--- config.mk ---
export PLATFORM = sky130hd
export DESIGN_NAME = chicken_turn_ctrl_flat
export DESIGN_NICKNAME = d
export VERILOG_FILES = /design/src/rtl/chicken_turn_ctrl_if.sv /design/src/rtl/chicken_turn_ctrl.sv /design/src/flat_wrapper.sv
export SDC_FILE = /design/constraint.sdc
export NUM_CORES = 1
export LEC_CHECK = 0
export ABC_AREA = 1
export CORE_MARGIN = 2
export CORE_UTILIZATION = 30
export CTS_CLUSTER_SIZE = 8
export DETAILED_ROUTE_END_ITERATION = 10
export PLACE_DENSITY = 0.57
export SYNTH_ARGS = -nofsm -noshare
export SYNTH_HDL_FRONTEND = slang
export SYNTH_SLANG_ARGS = --single-unit
--- constraint.sdc ---
create_clock -name clk -period 2.1 [get_ports clk]
set_clock_uncertainty 0.15 [all_clocks]
set_input_delay 0.315 -clock clk [delete_from_list [all_inputs] [get_ports clk]]
set_output_delay 0.315 -clock clk [all_outputs]
set_load 0.05 [all_outputs]
--- src/rtl/chicken_turn_ctrl_if.sv ---
// Keypad/reveal handshake bundle between the turn controller and the display datapath.
interface chicken_turn_ctrl_if #(
  parameter int KEY_W = 4
);
  logic             key_valid;
  logic [KEY_W-1:0] key;
  logic             reveal_done;
  logic             match;
  logic [KEY_W-1:0] sel_tile;
  logic             reveal_req;

  modport master (
    input  key_valid, key, reveal_done, match,
    output sel_tile, reveal_req
  );

  modport slave (
    output key_valid, key, reveal_done, match,
    input  sel_tile, reveal_req
  );
endinterface

--- src/rtl/chicken_turn_ctrl.sv ---
// Chicken board-game turn controller: select, reveal handshake, move/rotate, win detection.
// Optional SELECT-state turn forfeit timer enabled by defining TURN_TIMEOUT_EN.
module chicken_turn_ctrl #(
  parameter int NUM_PLAYERS = 4,
  parameter int BOARD_LEN   = 24,
  parameter int KEY_W       = 4,
  parameter int TIMEOUT_CYC = 1000,
  localparam int PW    = (NUM_PLAYERS > 2) ? $clog2(NUM_PLAYERS) : 1,
  localparam int POS_W = $clog2(BOARD_LEN + 1)
) (
  input  logic                         clk,
  input  logic                         rst,
  input  logic                         start,
  chicken_turn_ctrl_if.master          bus,
  output logic [PW-1:0]                cur_player,
  output logic [NUM_PLAYERS*POS_W-1:0] pos,
  output logic                         win,
  output logic [PW-1:0]                winner,
  output logic                         timeout,
  output logic [2:0]                   state
);

  typedef enum logic [2:0] {
    S_IDLE   = 3'd0,
    S_SELECT = 3'd1,
    S_REVEAL = 3'd2,
    S_MOVE   = 3'd3,
    S_NEXT   = 3'd4,
    S_WIN    = 3'd5
  } state_t;

  state_t                         state_q, state_d;
  logic [KEY_W-1:0]               sel_q, sel_d;
  logic                           req_q, req_d;
  logic [PW-1:0]                  cur_q, cur_d;
  logic [NUM_PLAYERS*POS_W-1:0]   pos_q, pos_d;
  logic                           win_q, win_d;
  logic [PW-1:0]                  winner_q, winner_d;
  logic [POS_W-1:0]               cur_pos;
  logic [POS_W:0]                 pos_inc;
  logic                           key_ok;

  assign key_ok  = bus.key_valid && (bus.key != {KEY_W{1'b1}});
  assign cur_pos = pos_q[cur_q*POS_W +: POS_W];
  // One extra bit so the win compare cannot wrap at BOARD_LEN = 2**POS_W - 1.
  assign pos_inc = {1'b0, cur_pos} + 1'b1;

`ifdef TURN_TIMEOUT_EN
  localparam int CNT_W = (TIMEOUT_CYC > 2) ? $clog2(TIMEOUT_CYC) : 1;
  logic [CNT_W-1:0] cnt_q, cnt_d;
  logic             to_q, to_d;

  // Counts cycles spent in SELECT; anything else (including each new entry) restarts it.
  always_comb begin
    cnt_d = '0;
    if (state_q == S_SELECT) cnt_d = cnt_q + 1'b1;
  end
`endif

  always_comb begin
    state_d  = state_q;
    sel_d    = sel_q;
    req_d    = req_q;
    cur_d    = cur_q;
    pos_d    = pos_q;
    win_d    = win_q;
    winner_d = winner_q;
`ifdef TURN_TIMEOUT_EN
    to_d     = 1'b0;
`endif
    case (state_q)
      S_IDLE: begin
        if (start) begin
          state_d = S_SELECT;
          pos_d   = '0;
          cur_d   = '0;
        end
      end
      S_SELECT: begin
        if (key_ok) begin
          sel_d   = bus.key;
          req_d   = 1'b1;
          state_d = S_REVEAL;
        end
`ifdef TURN_TIMEOUT_EN
        else if (cnt_q == CNT_W'(TIMEOUT_CYC - 1)) begin
          to_d    = 1'b1;
          state_d = S_NEXT;
        end
`endif
      end
      S_REVEAL: begin
        if (bus.reveal_done) begin
          req_d   = 1'b0;
          state_d = bus.match ? S_MOVE : S_NEXT;
        end
      end
      S_MOVE: begin
        if (pos_inc >= (POS_W+1)'(BOARD_LEN)) begin
          pos_d[cur_q*POS_W +: POS_W] = POS_W'(BOARD_LEN);
          winner_d = cur_q;
          win_d    = 1'b1;
          state_d  = S_WIN;
        end else begin
          pos_d[cur_q*POS_W +: POS_W] = pos_inc[POS_W-1:0];
          state_d  = S_SELECT;
        end
      end
      S_NEXT: begin
        cur_d   = (cur_q == PW'(NUM_PLAYERS - 1)) ? '0 : cur_q + 1'b1;
        state_d = S_SELECT;
      end
      S_WIN: begin
        if (start) begin
          win_d   = 1'b0;
          state_d = S_IDLE;
        end
      end
      default: begin
        req_d   = 1'b0;
        state_d = S_IDLE;
      end
    endcase
  end

  always_ff @(posedge clk) begin
    if (!rst) begin
      state_q  <= S_IDLE;
      sel_q    <= '0;
      req_q    <= 1'b0;
      cur_q    <= '0;
      pos_q    <= '0;
      win_q    <= 1'b0;
      winner_q <= '0;
`ifdef TURN_TIMEOUT_EN
      cnt_q    <= '0;
      to_q     <= 1'b0;
`endif
    end else begin
      state_q  <= state_d;
      sel_q    <= sel_d;
      req_q    <= req_d;
      cur_q    <= cur_d;
      pos_q    <= pos_d;
      win_q    <= win_d;
      winner_q <= winner_d;
`ifdef TURN_TIMEOUT_EN
      cnt_q    <= cnt_d;
      to_q     <= to_d;
`endif
    end
  end

`ifdef TURN_TIMEOUT_EN
  assign timeout = to_q;
`else
  logic unused_timeout_cfg;
  assign unused_timeout_cfg = (TIMEOUT_CYC == 0);
  assign timeout = 1'b0;
`endif

  assign state          = state_q;
  assign bus.sel_tile   = sel_q;
  assign bus.reveal_req = req_q;
  assign cur_player     = cur_q;
  assign pos            = pos_q;
  assign win            = win_q;
  assign winner         = winner_q;

endmodule
--- src/flat_wrapper.sv ---
// flat-port wrapper written by rule: the top's interface ports become plain ports
module chicken_turn_ctrl_flat 
#(
  parameter int NUM_PLAYERS = 4,
  parameter int BOARD_LEN   = 24,
  parameter int KEY_W       = 4,
  parameter int TIMEOUT_CYC = 1000,
  localparam int PW    = (NUM_PLAYERS > 2) ? $clog2(NUM_PLAYERS) : 1,
  localparam int POS_W = $clog2(BOARD_LEN + 1)
)
  (clk, rst, start, cur_player, pos, win, winner, timeout, state, bus_key_valid, bus_key, bus_reveal_done, bus_match, bus_sel_tile, bus_reveal_req);
  chicken_turn_ctrl_if #(.KEY_W(KEY_W)) bus_i ();
  input  logic clk;
  input  logic rst;
  input  logic start;
  output logic [PW-1:0] cur_player;
  output logic [NUM_PLAYERS*POS_W-1:0] pos;
  output logic win;
  output logic [PW-1:0] winner;
  output logic timeout;
  output logic [2:0] state;
  input wire logic [$bits(bus_i.key_valid)-1:0] bus_key_valid;
  input wire logic [$bits(bus_i.key)-1:0] bus_key;
  input wire logic [$bits(bus_i.reveal_done)-1:0] bus_reveal_done;
  input wire logic [$bits(bus_i.match)-1:0] bus_match;
  output wire logic [$bits(bus_i.sel_tile)-1:0] bus_sel_tile;
  output wire logic [$bits(bus_i.reveal_req)-1:0] bus_reveal_req;
  assign bus_i.key_valid = bus_key_valid;
  assign bus_i.key = bus_key;
  assign bus_i.reveal_done = bus_reveal_done;
  assign bus_i.match = bus_match;
  assign bus_sel_tile = bus_i.sel_tile;
  assign bus_reveal_req = bus_i.reveal_req;
  chicken_turn_ctrl #(.NUM_PLAYERS(NUM_PLAYERS), .BOARD_LEN(BOARD_LEN), .KEY_W(KEY_W), .TIMEOUT_CYC(TIMEOUT_CYC)) u_core (.clk(clk), .rst(rst), .start(start), .bus(bus_i), .cur_player(cur_player), .pos(pos), .win(win), .winner(winner), .timeout(timeout), .state(state));
endmodule
==> flow_summary.yaml, run 1 <==
critical_path:
  required_ns: 1.63
  cpLargestDelayFamily: "buffers and inverters"
  slowest_stage: "clkdlybuf4s50_1"
  crit_path_cell_trace: "clkdlybuf4s50_1"
  cp-end-kind: "primary output"
  critPathLaunchType: "flip-flop"
  cpPeakStageDelay_ns: 0.85
  timing.rr.end: "u_core.winner[1]"
  reg2reg_depth: 14
  worstSetupPathDepth: 1
  crit_buf_inv: 1
  critPathArrivalTime_ns: 1.60
  crit_type: "reg2out"
  r2r_slack_ns: 0.04
  crit_fanout: 4
  r2r-start: "u_core.cur_player[0]"
yosys:
  synth.largest_area_cell: "dfxtp_1"
  yosys_warnings: 0
  yosys-top-cells-area: "dfxtp_1 (34%), nand2_1 (15%), inv_1 (6.9%), nand3_1 (6.4%), nor2_1 (5.1%)"
  synth_top_area_share_pct: 33.6
  seq_area_frac_synth_pct: 33.6
  avgSynthCellArea_sq_um: 6.79
  syn_area_sq_um: 1970
  netlist_instances: 290
  synth-seq-cells: 33
  ys_types: 36
  syn_nets: 308
global_route:
  antenna_found_initial: 0
  overflow: 0
  grt_pass1_wl_um: 8990
  grt_pass1_vias: 1943
  grt_start_max_net_pins: 18
  track_usage_pct: 15.4
layout:
  area_growth_pct: 40.4
  final_util_pct: 43.5
  design_area_sq_um: 2760
  final_cell_mix: "nand2_1 (70), clkdlybuf4s50_1 (39), inv_1 (34)"
  finalNonFillerCells: 428
  fin_nets: 368
  num_antenna_cells: 0
  final_common_cell: "nand2_1"
  final_layout_size_suffix_gt1_share_pct: 24.2
routing:
  drt_iter0_markers: 100
  wl_met2_um: 2700
  top_layer: "met4"
  drc: 0
  via_per_inst: 4.84
  drt-met1-wl_um: 2460
  drt_wl_total_um: 5590
  via_count: 2070
  wire_per_inst_um: 13.1
  drt_pass1_iterations: 4
  met3_wirelength_um: 339
  drtAntennaViolNets: 0
timing:
  whs_ns: 0.326
  final_hold_viol_count: 0
  drv_slew: 0
  setup_viol: 0
  timing.fmax_mhz: 483
  worst_pin_slew_ns: 0.515
  fin_ws_ns: 0.0303
  fin_setup_tns_ns: 0
  finalCriticalPeriod_ns: 2.07
  maxSlewHeadroom_pct: 65.6
  fin_crit_sh_pct: 98.6
  grt_setup_unrepaired: "true"
clocking:
  clk_path_buf_depth: 2
  tritoncts: "done"
  worstSkewPairLatency_ns: 0.30
  cts-htree-levels: 2
  root_buffer: "clkbuf_8"
  ctsHoldBuffers: 0
  path_clk_slew_ns: 0.07
  clock-sinks: 33
  tritoncts.num_buffers: 5
power_and_ir_drop:
  switching_share_pct: 42.5
  ir_drop_uv: 568
  powerDensity_nw_per_um2: 727
  pwr-share-comb_pct: 39.1
  seqPwrFrac_pct: 36.5
  power.internal_mw: 1.15
  leakage_nw: 1.11
  p_clk_share_pct: 24.4
  power_mw: 2.01
  p_switching_uw: 854
placement:
  portBuffers: 42
  placed_area_sq_um: 2520
  gp_congestion: 0.918
  dp_cells: 412
  dpl.hpwl_um: 4090
  pre_cts_ws_ns: 0.0237
floorplanning:
  die_width_um: 85.0
  num_rows: 29
  initial_utilization_pct: 31.0
  die_h_um: 85.0
  fp.dieArea_sq_um: 7220
  ios: 44
  coreArea_sq_um: 6350
min_path:
  hp-start: "u_core.pos[10]"
  hp-class: "reg2reg"
  holdPathEnd: "u_core.pos[10]"
  hold_depth: 2
status:
  run_status: "complete, no violations"
flow_run:
  cap_violations: 0
[state kept, by name (all words and copies together) (netlist names)]
register and cells:
u_core.pos 20, u_core.bus.sel_tile 4, u_core.winner 2, u_core.cur_player 2, u_core.bus.reveal_req 1, u_core.win 1, u_core.state 3
[worst register-to-register path, delay by kind of cell (launching register included)]
family / cells / cell delay, ns
AND/OR/NAND/NOR: 10 / 0.98
flip-flops: 1 / 0.42
adder cells (fa/ha/maj): 1 / 0.16
AO/OA/AOI/OAI: 1 / 0.14
buffers and inverters: 2 / 0.10
[cells in the mapped netlist]
library cell and number:
o221a_2 1, inv_8 1, clkbuf_8 1, nand3_2 2, nand2_2 6, conb_1 1
nand3b_1 1, nand2_1 81, buf_8 1, or2_2 1, inv_1 36, clkinv_1 2
o21ai_1 2, a31oi_1 7, buf_6 2, clkbuf_1 2, ha_1 8, inv_2 2
nor3_2 1, a21oi_2 1, nor2_1 27, dfxtp_1 33, a32oi_1 1, nor3_4 1
nor2_4 2, a21boi_2 1, and2_0 1, buf_4 1, nand2_4 3, o21ai_0 8
nand3_1 25, nand4_1 4, o41ai_1 1, a21oi_1 19, nor3_1 3, o31ai_1 1
[power by group through the flow]
stage               Clock, mW  Sequential [mW]  Combinational [mW]
detailed placement          0            0.741               0.758
global placement            0            0.744               0.763
finish                  0.490            0.733               0.786
global route            0.532            0.740               0.853
floorplan                   0            0.939               0.328
CTS                     0.503            0.730               0.763
[worst max-delay path by stage]
stage | from | slack (ns) | to
after floorplan | u_core.state[1] | 0.008 | u_core.bus.sel_tile[0]
after global placement | u_core.cur_player[0] | 0.03 | u_core.winner[0]
after detailed placement | u_core.cur_player[0] | 0.02 | u_core.winner[1]
after CTS | u_core.cur_player[0] | 0.01 | u_core.winner[1]
after global routing | u_core.cur_player[0] | -0.05 | u_core.winner[1]
final | u_core.pos[17] | 0.03 | pos[17]
[logic make-up (layout without fill, tap and decap cells)]
group                    Yosys count  count (layout)  synth area share [%]
AND/OR/NAND/NOR                  158             158                  37.1
buffers and inverters             48             109                  11.6
AO/OA/AOI/OAI                     42              42                  12.5
flip-flops                        33              33                  33.6
adder cells (fa/ha/maj)            8               8                  5.09
other                              1               1                 0.191
[per-layer routing]
metal / track usage, % / vias up
met2: 24.6 / 63
met3: 4.57 / 10
met5: 0 / -
met1: 19.8 / 945
li1: - / 1052
met4: 5.34 / 0
[final cells by class]
type	count	area [sq um]
Clock buffer	5	68.8
Clock inverter	3	17.5
Fill cell	651	3590
Inverter	41	161
Multi-Input combinational cell	209	1180
Sequential cell	33	678
Tap cell	77	96.3
Timing Repair Buffer	60	564
[timing repair]
action	4_1_cts	5_1_grt
resized for setup	0	28
endpoints found under the setup margin	0	30
buffers inserted	0	8
hold endpoints to repair	0	0
Power figures use the tool's default switching activity.
==> run 2, diff against run 1 <==
--- a/config.mk
+++ b/config.mk
@@ -6,7 +6,7 @@
 export NUM_CORES = 1
 export LEC_CHECK = 0
 export ABC_AREA = 1
-export CORE_MARGIN = 2
+export CORE_MARGIN = 5
 export CORE_UTILIZATION = 30
 export CTS_CLUSTER_SIZE = 8
 export DETAILED_ROUTE_END_ITERATION = 10
==> run 2 against run 1 <==
Compared with the run above:
- clock power down 3%
- die area increased by 15%
- non-clock buffer count up 5
- flip-flop and latch count stayed put
- cell area up 3.8%
- first-iteration DRC count up 4.0%
- cell count grew 1.2%
- sequential power about the same
- critical path depth increased by 12
- critical path type is now reg2reg
==> flow_summary.yaml, run 2 (synthesis results as in run 1) <==
status:
  run_status: "complete, no violations"
timing:
  final_hold_viol_count: 0
  finalCriticalPeriod_ns: 2.03
  maxSlewHeadroom_pct: 64.9
  worst_pin_slew_ns: 0.524
  fin_crit_sh_pct: 96.6
  drv_slew: 0
  timing.fmax_mhz: 493
  setup_viol: 0
  grt_setup_unrepaired: "true"
  whs_ns: 0.318
  fin_setup_tns_ns: 0
routing:
  drt_pass1_iterations: 4
  drt_iter0_markers: 104
  via_per_inst: 4.79
  drtAntennaViolNets: 0
  drt_wl_total_um: 5910
  wire_per_inst_um: 13.6
  drc: 0
  via_count: 2074
critical_path:
  crit_type: "reg2reg"
  cpPeakStageDelay_ns: 0.39
  crit_buf_inv: 1
  crit_path_cell_trace: "nand2_1 -> nand3_4 -> nand2_4 -> ha_4 -> inv_4 -> nor2_1 -> nand3_1 -> nand2_2 -> nand3_4 -> nand2_8 -> nand2_8 -> o21ai_2 -> nor2_1"
  reg2reg_depth: 13
  critPathLaunchType: "flip-flop"
  critPathArrivalTime_ns: 2.07
  slowest_stage: "dfxtp_4"
  cp-end-kind: "flip-flop"
  cpLargestDelayFamily: "simple AND/OR/NAND/NOR gates"
  required_ns: 2.14
  worstSetupPathDepth: 13
  crit_fanout: 8
placement:
  placed_area_sq_um: 2520
  portBuffers: 42
  dpl.hpwl_um: 4200
  dp_cells: 411
  gp_congestion: 0.856
global_route:
  overflow: 0
  grt_start_max_net_pins: 27
  track_usage_pct: 13.5
  grt_pass1_wl_um: 9220
  grt_pass1_vias: 1995
  antenna_found_initial: 0
layout:
  design_area_sq_um: 2870
  num_antenna_cells: 0
  final_util_pct: 45.2
  finalNonFillerCells: 433
  final_cell_mix: "nand2_1 (72), clkdlybuf4s50_1 (37), inv_1 (34)"
  final_common_cell: "nand2_1"
  fin_nets: 373
  area_growth_pct: 45.7
  largest_reg_flops: 20
  final_layout_size_suffix_gt1_share_pct: 25.0
clocking:
  clk_path_buf_depth: 2
  ctsHoldBuffers: 0
  cts-htree-levels: 2
  tritoncts.num_buffers: 5
  tritoncts: "done"
  worstSkewPairLatency_ns: 0.29
  clock-sinks: 33
  root_buffer: "clkbuf_8"
  path_clk_slew_ns: 0.07
power_and_ir_drop:
  ir_drop_uv: 543
  powerDensity_nw_per_um2: 698
  leakage_nw: 1.16
floorplanning:
  initial_utilization_pct: 31.0
  fp.dieArea_sq_um: 8280
  ios: 44
  die_h_um: 91.0
  coreArea_sq_um: 6350
  die_width_um: 91.0
  num_rows: 29
min_path:
  hp-class: "reg2reg"
  hold_depth: 2
flow_run:
  cap_violations: 0
run 2: power breakdown:
| group | internal, mW | total (mW) | switching (mW) |
|---|---|---|---|
| registers | 0.684 | 0.732 | 0.0476 |
| logic | 0.251 | 0.797 | 0.547 |
| clock network | 0.230 | 0.473 | 0.244 |
| total | 1.16 | 2.00 | 0.838 |
run 2: worst paths after layout:
check,slack [ns],from,to
worst max register to register,0.07,u_core.cur_player[0],u_core.winner[1]
worst max-delay path,0.07,u_core.cur_player[0],u_core.winner[1]
worst min register to register,0.32,u_core.win,u_core.win
worst min-delay path,0.32,u_core.win,u_core.win
run 2: per-stage QoR:
stage | setup slack [ns] | power (mW)
after floorplan | 0.00804 | 1.27
after global placement | 0.000773 | 1.50
after detailed placement | -0.00557 | 1.50
after CTS | 0.0125 | 1.99
after global routing | -0.0429 | 2.14
final | 0.0712 | 2.00
run 2: area by class of cell:
type	instances	area (sq um)
Fill cell	646	3480
Clock buffer	6	72.6
Sequential cell	33	678
Clock inverter	2	10.0
Timing Repair Buffer	65	607
Tap cell	77	96.3
Multi-Input combinational cell	209	1230
Inverter	41	169
run 2: worst reg2reg max path, stage by stage (launching register included):
cell,delay [ns]
dfxtp_4,0.39
nand2_1,0.15
nand3_4,0.11
nand2_4,0.10
ha_4,0.17
inv_4,0.05
nor2_1,0.08
nand3_1,0.09
nand2_2,0.13
nand3_4,0.10
nand2_8,0.15
nand2_8,0.08
o21ai_2,0.13
nor2_1,0.05
run 2: repair_timing:
item / in CTS / in global routing
pin swaps: 2 / 17
gates resized for setup: 0 / 40
setup endpoints to repair: 4 / 29
buffers inserted: 0 / 14
run 2: per-layer routing:
layer | track usage (%) | part of all wire [%] | vias to the layer above
met4 | 3.30 | 1.0 | 0
met3 | 4.55 | 6.5 | 5
met2 | 23.0 | 49 | 56
li1 | - | - | 1061
met5 | 0 | 0 | -
met1 | 16.5 | 43 | 952
==> run 3, diff against run 2 <==
--- a/config.mk
+++ b/config.mk
@@ -10,6 +10,7 @@
 export CORE_UTILIZATION = 30
 export CTS_CLUSTER_SIZE = 8
 export DETAILED_ROUTE_END_ITERATION = 10
+export GPL_ROUTABILITY_DRIVEN = 1
 export PLACE_DENSITY = 0.57
 export SYNTH_ARGS = -nofsm -noshare
 export SYNTH_HDL_FRONTEND = slang
==> results of run 3 <==
The final DEF is identical to that of run 2; final timing and power are the same.
